===== src/rtl/adxl362_spi_master.sv =====
// SPI initiator for ADXL362-style 24-bit register frames (command, address, data)
// with an optional autonomous four-register Y/Z axis poll.
module adxl362_spi_master #(
  parameter logic [7:0] READ_CMD  = 8'h0B,
  parameter logic [7:0] WRITE_CMD = 8'h0A,
  parameter logic [7:0] AXIS_BASE = 8'h10,
  parameter int         CS_GAP    = 1
) (
  input  logic        SCLK,
  input  logic        resetn,
  input  logic        start,
  input  logic        rw,
  input  logic [7:0]  addr,
  input  logic [7:0]  wdata,
  output logic        busy,
  output logic        done,
  output logic [7:0]  rdata,
  input  logic        poll_en,
  output logic [15:0] y_data,
  output logic [15:0] z_data,
  output logic        sample_valid,
  output logic        CS,
  output logic        MOSI,
  input  logic        MISO
);

  typedef enum logic [1:0] {
    IDLE  = 2'd0,
    SHIFT = 2'd1,
    GAP   = 2'd2
  } state_t;

  localparam logic [3:0] GAP_LAST = 4'(CS_GAP - 1);
  localparam logic [4:0] FRAME_BITS = 5'd24;
  localparam logic [4:0] RX_FIRST = 5'd16;

  state_t      state;
  logic [4:0]  bitcnt;
  logic [3:0]  gap_cnt;
  logic [1:0]  idx;
  logic        frame_rd;
  logic        frame_poll;
  logic [23:0] frame;
  logic [7:0]  rx;
  logic [7:0]  slot0;
  logic [7:0]  slot1;
  logic [7:0]  slot2;

  logic launch_cpu;
  logic launch_poll;
  logic shifting;
  logic finishing;
  logic poll_commit;

  always_comb begin
    launch_cpu  = (state == IDLE) && start;
    launch_poll = (state == IDLE) && !start && poll_en;
    shifting    = (state == SHIFT) && (bitcnt != FRAME_BITS);
    finishing   = (state == SHIFT) && (bitcnt == FRAME_BITS);
    poll_commit = finishing && frame_poll && poll_en;
  end

  // Frame shifter, receive shifter and poll slots carry no reset: they are
  // always rewritten before being consumed.
  always_ff @(posedge SCLK) begin
    if (launch_cpu) begin
      frame <= {rw ? READ_CMD : WRITE_CMD, addr, rw ? 8'h00 : wdata};
    end else if (launch_poll) begin
      frame <= {READ_CMD, AXIS_BASE + {6'd0, idx}, 8'h00};
    end else if (shifting) begin
      frame <= {frame[22:0], 1'b0};
    end

    if (shifting && (bitcnt >= RX_FIRST)) begin
      rx <= {rx[6:0], MISO};
    end

    if (poll_commit) begin
      case (idx)
        2'd0:    slot0 <= rx;
        2'd1:    slot1 <= rx;
        2'd2:    slot2 <= rx;
        default: ;
      endcase
    end
  end

  always_ff @(posedge SCLK) begin
    if (!resetn) begin
      state        <= IDLE;
      bitcnt       <= 5'd0;
      gap_cnt      <= 4'd0;
      idx          <= 2'd0;
      frame_rd     <= 1'b0;
      frame_poll   <= 1'b0;
      CS           <= 1'b1;
      MOSI         <= 1'b0;
      busy         <= 1'b0;
      done         <= 1'b0;
      rdata        <= 8'h00;
      y_data       <= 16'h0000;
      z_data       <= 16'h0000;
      sample_valid <= 1'b0;
    end else begin
      done         <= 1'b0;
      sample_valid <= 1'b0;
      // Dropping poll_en abandons any partially gathered sample.
      if (!poll_en) begin
        idx <= 2'd0;
      end

      case (state)
        IDLE: begin
          CS   <= 1'b1;
          MOSI <= 1'b0;
          if (launch_cpu || launch_poll) begin
            frame_rd   <= launch_cpu ? rw : 1'b1;
            frame_poll <= launch_poll;
            CS         <= 1'b0;
            bitcnt     <= 5'd0;
            busy       <= 1'b1;
            state      <= SHIFT;
          end
        end

        SHIFT: begin
          if (shifting) begin
            bitcnt <= bitcnt + 5'd1;
            MOSI   <= frame[23];
          end else begin
            CS   <= 1'b1;
            MOSI <= 1'b0;
            if (frame_poll) begin
              if (poll_en) begin
                if (idx == 2'd3) begin
                  y_data       <= {slot1, slot0};
                  z_data       <= {rx, slot2};
                  sample_valid <= 1'b1;
                  idx          <= 2'd0;
                end else begin
                  idx <= idx + 2'd1;
                end
              end
            end else begin
              done <= 1'b1;
              if (frame_rd) begin
                rdata <= rx;
              end
            end
            // busy falls on the last CS-high cycle so the next frame can
            // launch exactly CS_GAP cycles after CS rises.
            if (CS_GAP > 1) begin
              gap_cnt <= 4'd1;
              state   <= GAP;
            end else begin
              busy  <= 1'b0;
              state <= IDLE;
            end
          end
        end

        GAP: begin
          CS   <= 1'b1;
          MOSI <= 1'b0;
          if (gap_cnt >= GAP_LAST) begin
            busy  <= 1'b0;
            state <= IDLE;
          end else begin
            gap_cnt <= gap_cnt + 4'd1;
          end
        end

        default: begin
          CS    <= 1'b1;
          MOSI  <= 1'b0;
          busy  <= 1'b0;
          state <= IDLE;
        end
      endcase
    end
  end

endmodule

===== config.mk =====
export PLATFORM = sky130hd
export DESIGN_NAME = adxl362_spi_master
export DESIGN_NICKNAME = d
export VERILOG_FILES = /design/src/rtl/adxl362_spi_master.sv
export SDC_FILE = /design/constraint.sdc
export NUM_CORES = 1
export LEC_CHECK = 0
export CAP_MARGIN = 5
export CORE_MARGIN = 2
export CORE_UTILIZATION = 30
export DETAILED_ROUTE_END_ITERATION = 16
export MAX_ROUTING_LAYER = met4
export PLACE_DENSITY = 0.59
export RECOVER_POWER = 50
export SLEW_MARGIN = 10
export SYNTH_ARGS = -nofsm -noshare
export SYNTH_HDL_FRONTEND = slang
export SYNTH_SLANG_ARGS = --single-unit

===== constraint.sdc =====
create_clock -name SCLK -period 2.7 [get_ports SCLK]
set_clock_uncertainty 0.05 [all_clocks]
set_input_delay 0.27 -clock SCLK [delete_from_list [all_inputs] [get_ports SCLK]]
set_output_delay 0.27 -clock SCLK [all_outputs]
set_load 0.05 [all_outputs]

==> results.md, run 1 <==
* Met2 routed WL at slightly below 4 mm
* Number of buffers created by CTS at 9
* Critical path startpoint category: flop
* Fin crit period at 2.39 ns
* Vias in the first global route at between 2000 and 3000
* Crit path from: busy
* Final Cycle Share at between 80% and 90%
* Largest net degree at the start of global routing at 65
* Slew margin rel. at between 30% and 40%
* Cell Rows at 43
* Worst reg2reg path depth at 6
* Crit-path cells: clkbuf_1 -> clkdlybuf4s50_1
* Status: finished, final reports clean
* #FFs+latches synth at 110
* DIE AREA at ~15000 um^2
* Highest routed layer: met4
* Critical Path RT at approximately 2.4 ns
* PD cells at about 650 nW/um^2
* Ports at between 60 and 70
* Slowest CP cell: clkdlybuf4s50_1
* CTS tree: yes
* Switching Share at a little under a quarter
* # DRC at 0
* # hold bufs at CTS at 0
* First-pass GRT wire length at roughly 13 mm
* Die H at approximately 120 um
* Die width at 122 um
* Iter 0 DRT Violations at 141
* Critical R2R Launch: bitcnt[0]
* Skew-Pair Late Insertion Delay at approximately 0.35 ns
* RSZ-0062 raised after global routing: false
* Combinational Power Share at under 10%
* # H-tree levels at 3
* Final instance area at roughly 5300 um^2
* GRT Util Overall at about an eighth
* M1 WL at approximately 3.8 mm
* Core area at 13800 um^2
* Power Internal at between 2 and 3 mW
* WHS Endpoint: CS
* Fin. Hold Viols at 0
* RR Endpoint: y_data[8]
* Clock sinks at 110
* Fin nets at 427
* Max Freq at between 0.4 and 0.5 GHz
* Cts repair resizes at 0
* Area after DPL at between 5000 and 6000 um^2
* Metal3 WL at between 400 and 500 um
* Number of setup violations in the final report at 0
* Area growth syn-to-layout at 27.0%
* Most frequent cells in the layout: nand2_1 (81), edfxtp_1 (56), dfxtp_1 (54), clkdlybuf4s50_1 (44), mux2i_1 (41)
* Synth Instances at ~330
* Yosys cell types at 33
* Crit path DAT at just over 2 ns
* Switch Pwr at roughly 780 uW
* Register share of total power at between 50% and 60%
* First-pass DRT Iterations at 4
* Clock root buffer master: clkbuf_16
* Crit-path max FO at 10
* Maximum vdd drop at roughly 0.31 mV
* Pins Over Slew Limit at 0
* Crit path largest cell delay at 0.88 ns
* Number of diodes at 0
* CP Capture Type: output port
* WL/cell at between 10 and 15 um
* Synthesized area at roughly 4200 um^2
* FF-to-FF setup slack at roughly 0.34 ns
* Fin Setup TNS at 0 ns
* Syn_nets at between 300 and 400
* Pleak at approximately 1.9 nW
* Worst Setup Path Type: reg2out
* Clk pwr share at 40.4%
* Total power at ~3.4 mW
* Setup bufs post-CTS at 0
* Most common cell after layout, fill and taps aside: nand2_1
* Synth warn at 0
* Avg Cell Area, Syn at about 13 um^2
* Maximum root-to-sink buffer count at 2
* Layout cells sized above 1 at under 10%
* Initial Util at 30.4%
* Hpwl dp at approximately 5.5 mm
* Antenna Nets Post-Route at 0
* Grt ovf at 0
* Gpl congestion at around 0.73
* Hold Path Stages at 2
* Worst Hold Class: in2reg
* DRT Wirelength at 8.29 mm
* Via density at between 4 and 5
* Worst-path clk slew at ~0.080 ns
* Worst-Margin Slew at 1.01 ns
* Total number of vias at approximately 2600
* Hold_sp: resetn
* Sequential-to-total area share from yosys stat at between 60% and 70%
* Initial antenna violation count at 0
* Max Cap Violations at 0
* IO buf count at 66
==> worst max-delay path by stage <==
| stage | to | slack [ns] | depth (start not counted) |
|---|---|---|---|
| after CTS | busy | 0.44 | 2 |
| final | busy | 0.31 | 2 |
| after detailed placement | y_data[8] | 0.65 | 5 |
| after global routing | y_data[11] | 0.19 | 6 |
| after floorplan | frame[0] | 0.50 | 3 |
| after global placement | slot2[4] | 0.67 | 5 |
==> routing by layer <==
metal	vias up	GRT usage, %
li1	1306	-
met4	0	2.80
met3	4	4.17
met2	72	18.7
met5	-	-
met1	1260	14.8
==> per-stage QoR <==
| stage | std cells | worst slack, ns | util [%] | hold slack, ns |
|---|---|---|---|---|
| 2_1_floorplan | 333 | 0.500 | - | 0.319 |
| 3_3_place_gp | 568 | 0.668 | 36.6 | 0.392 |
| 3_5_place_dp | 568 | 0.652 | 36.6 | 0.398 |
| 4_1_cts | 584 | 0.445 | 38.9 | 0.275 |
| 5_1_grt | 584 | 0.190 | 38.6 | 0.321 |
| 6_report | 584 | 0.311 | 38.6 | 0.292 |
==> layout make-up <==
cell class              instances  area, um^2
fillers                      1368        8460
flip-flops and latches        110        2760
multi-input cells             201        1290
repair buffers                 71         699
clock buffers                   9         225
well taps                     180         225
clock inverters                 7        90.1
inverters                       6        22.5
==> sequential cells by signal (all words and copies together) (netlist names) <==
name / cells
done: 1
bitcnt: 5
slot2: 8
rdata: 8
slot0: 8
rx: 8
MOSI: 1
slot1: 8
y_data: 16
CS: 1
busy: 1
idx: 2
z_data: 16
frame_poll: 1
sample_valid: 1
frame_rd: 1
frame: 24
==> cell families (layout without fill, tap and decap cells) <==
kind of cell    after synthesis  after routing  share of synthesized area [%]
compound gates               29             29                           5.11
fa+ha+maj                     6              6                           1.79
buf+inv                      22             93                           2.78
flops                       110            110                           66.0
mux                          41             41                           9.80
simple gates                125            125                           14.5
==> cells in the mapped netlist <==
library cell,n,area share [%]
o21ai_0,5,0.60
nand2b_1,3,0.45
nor3_1,3,0.36
nand2_1,81,7.3
nor2_1,6,0.54
o22a_1,1,0.21
and4b_2,1,0.27
mux2i_1,41,9.8
nor4_1,1,0.15
o31ai_1,2,0.36
and4_1,1,0.21
ha_1,6,1.8
a21oi_1,6,0.72
or3_1,1,0.15
buf_8,3,1.1
nand4_1,6,0.90
clkbuf_1,13,1.2
nor2b_1,1,0.15
o21ba_2,1,0.24
edfxtp_1,56,40
and3_1,4,0.60
o21bai_2,1,0.27
nor3_4,2,0.78
and3_2,1,0.18
and2_1,6,0.90
a22o_1,12,2.5
nand3_1,4,0.48
inv_1,6,0.54
nand4b_4,1,0.57
dfxtp_1,54,26
o41ai_1,1,0.21
and3b_1,2,0.42
or4_1,1,0.18
==> power by group through the flow <==
stage / clock network [mW] / registers (mW) / logic [mW]
floorplan: 0 / 1.89 / 0.109
global placement: 0 / 1.89 / 0.190
detailed placement: 0 / 1.89 / 0.196
CTS: 1.43 / 1.86 / 0.196
global route: 1.50 / 1.86 / 0.210
finish: 1.39 / 1.86 / 0.190
==> worst max-delay path, delay by kind of cell (launching register included) <==
family,cells,cell delay (ns)
buffers and inverters,2,1.20
DFF,1,0.52
Power figures use the tool's default switching activity.
==> run 2: changes to the inputs <==
--- a/config.mk
+++ b/config.mk
@@ -12,6 +12,7 @@
 export MAX_ROUTING_LAYER = met4
 export PLACE_DENSITY = 0.59
 export RECOVER_POWER = 50
+export SKIP_LAST_GASP = 1
 export SLEW_MARGIN = 10
 export SYNTH_ARGS = -nofsm -noshare
 export SYNTH_HDL_FRONTEND = slang
==> results of run 2 <==
Same layout as run 1: the final DEF is identical, and so are final timing and power.
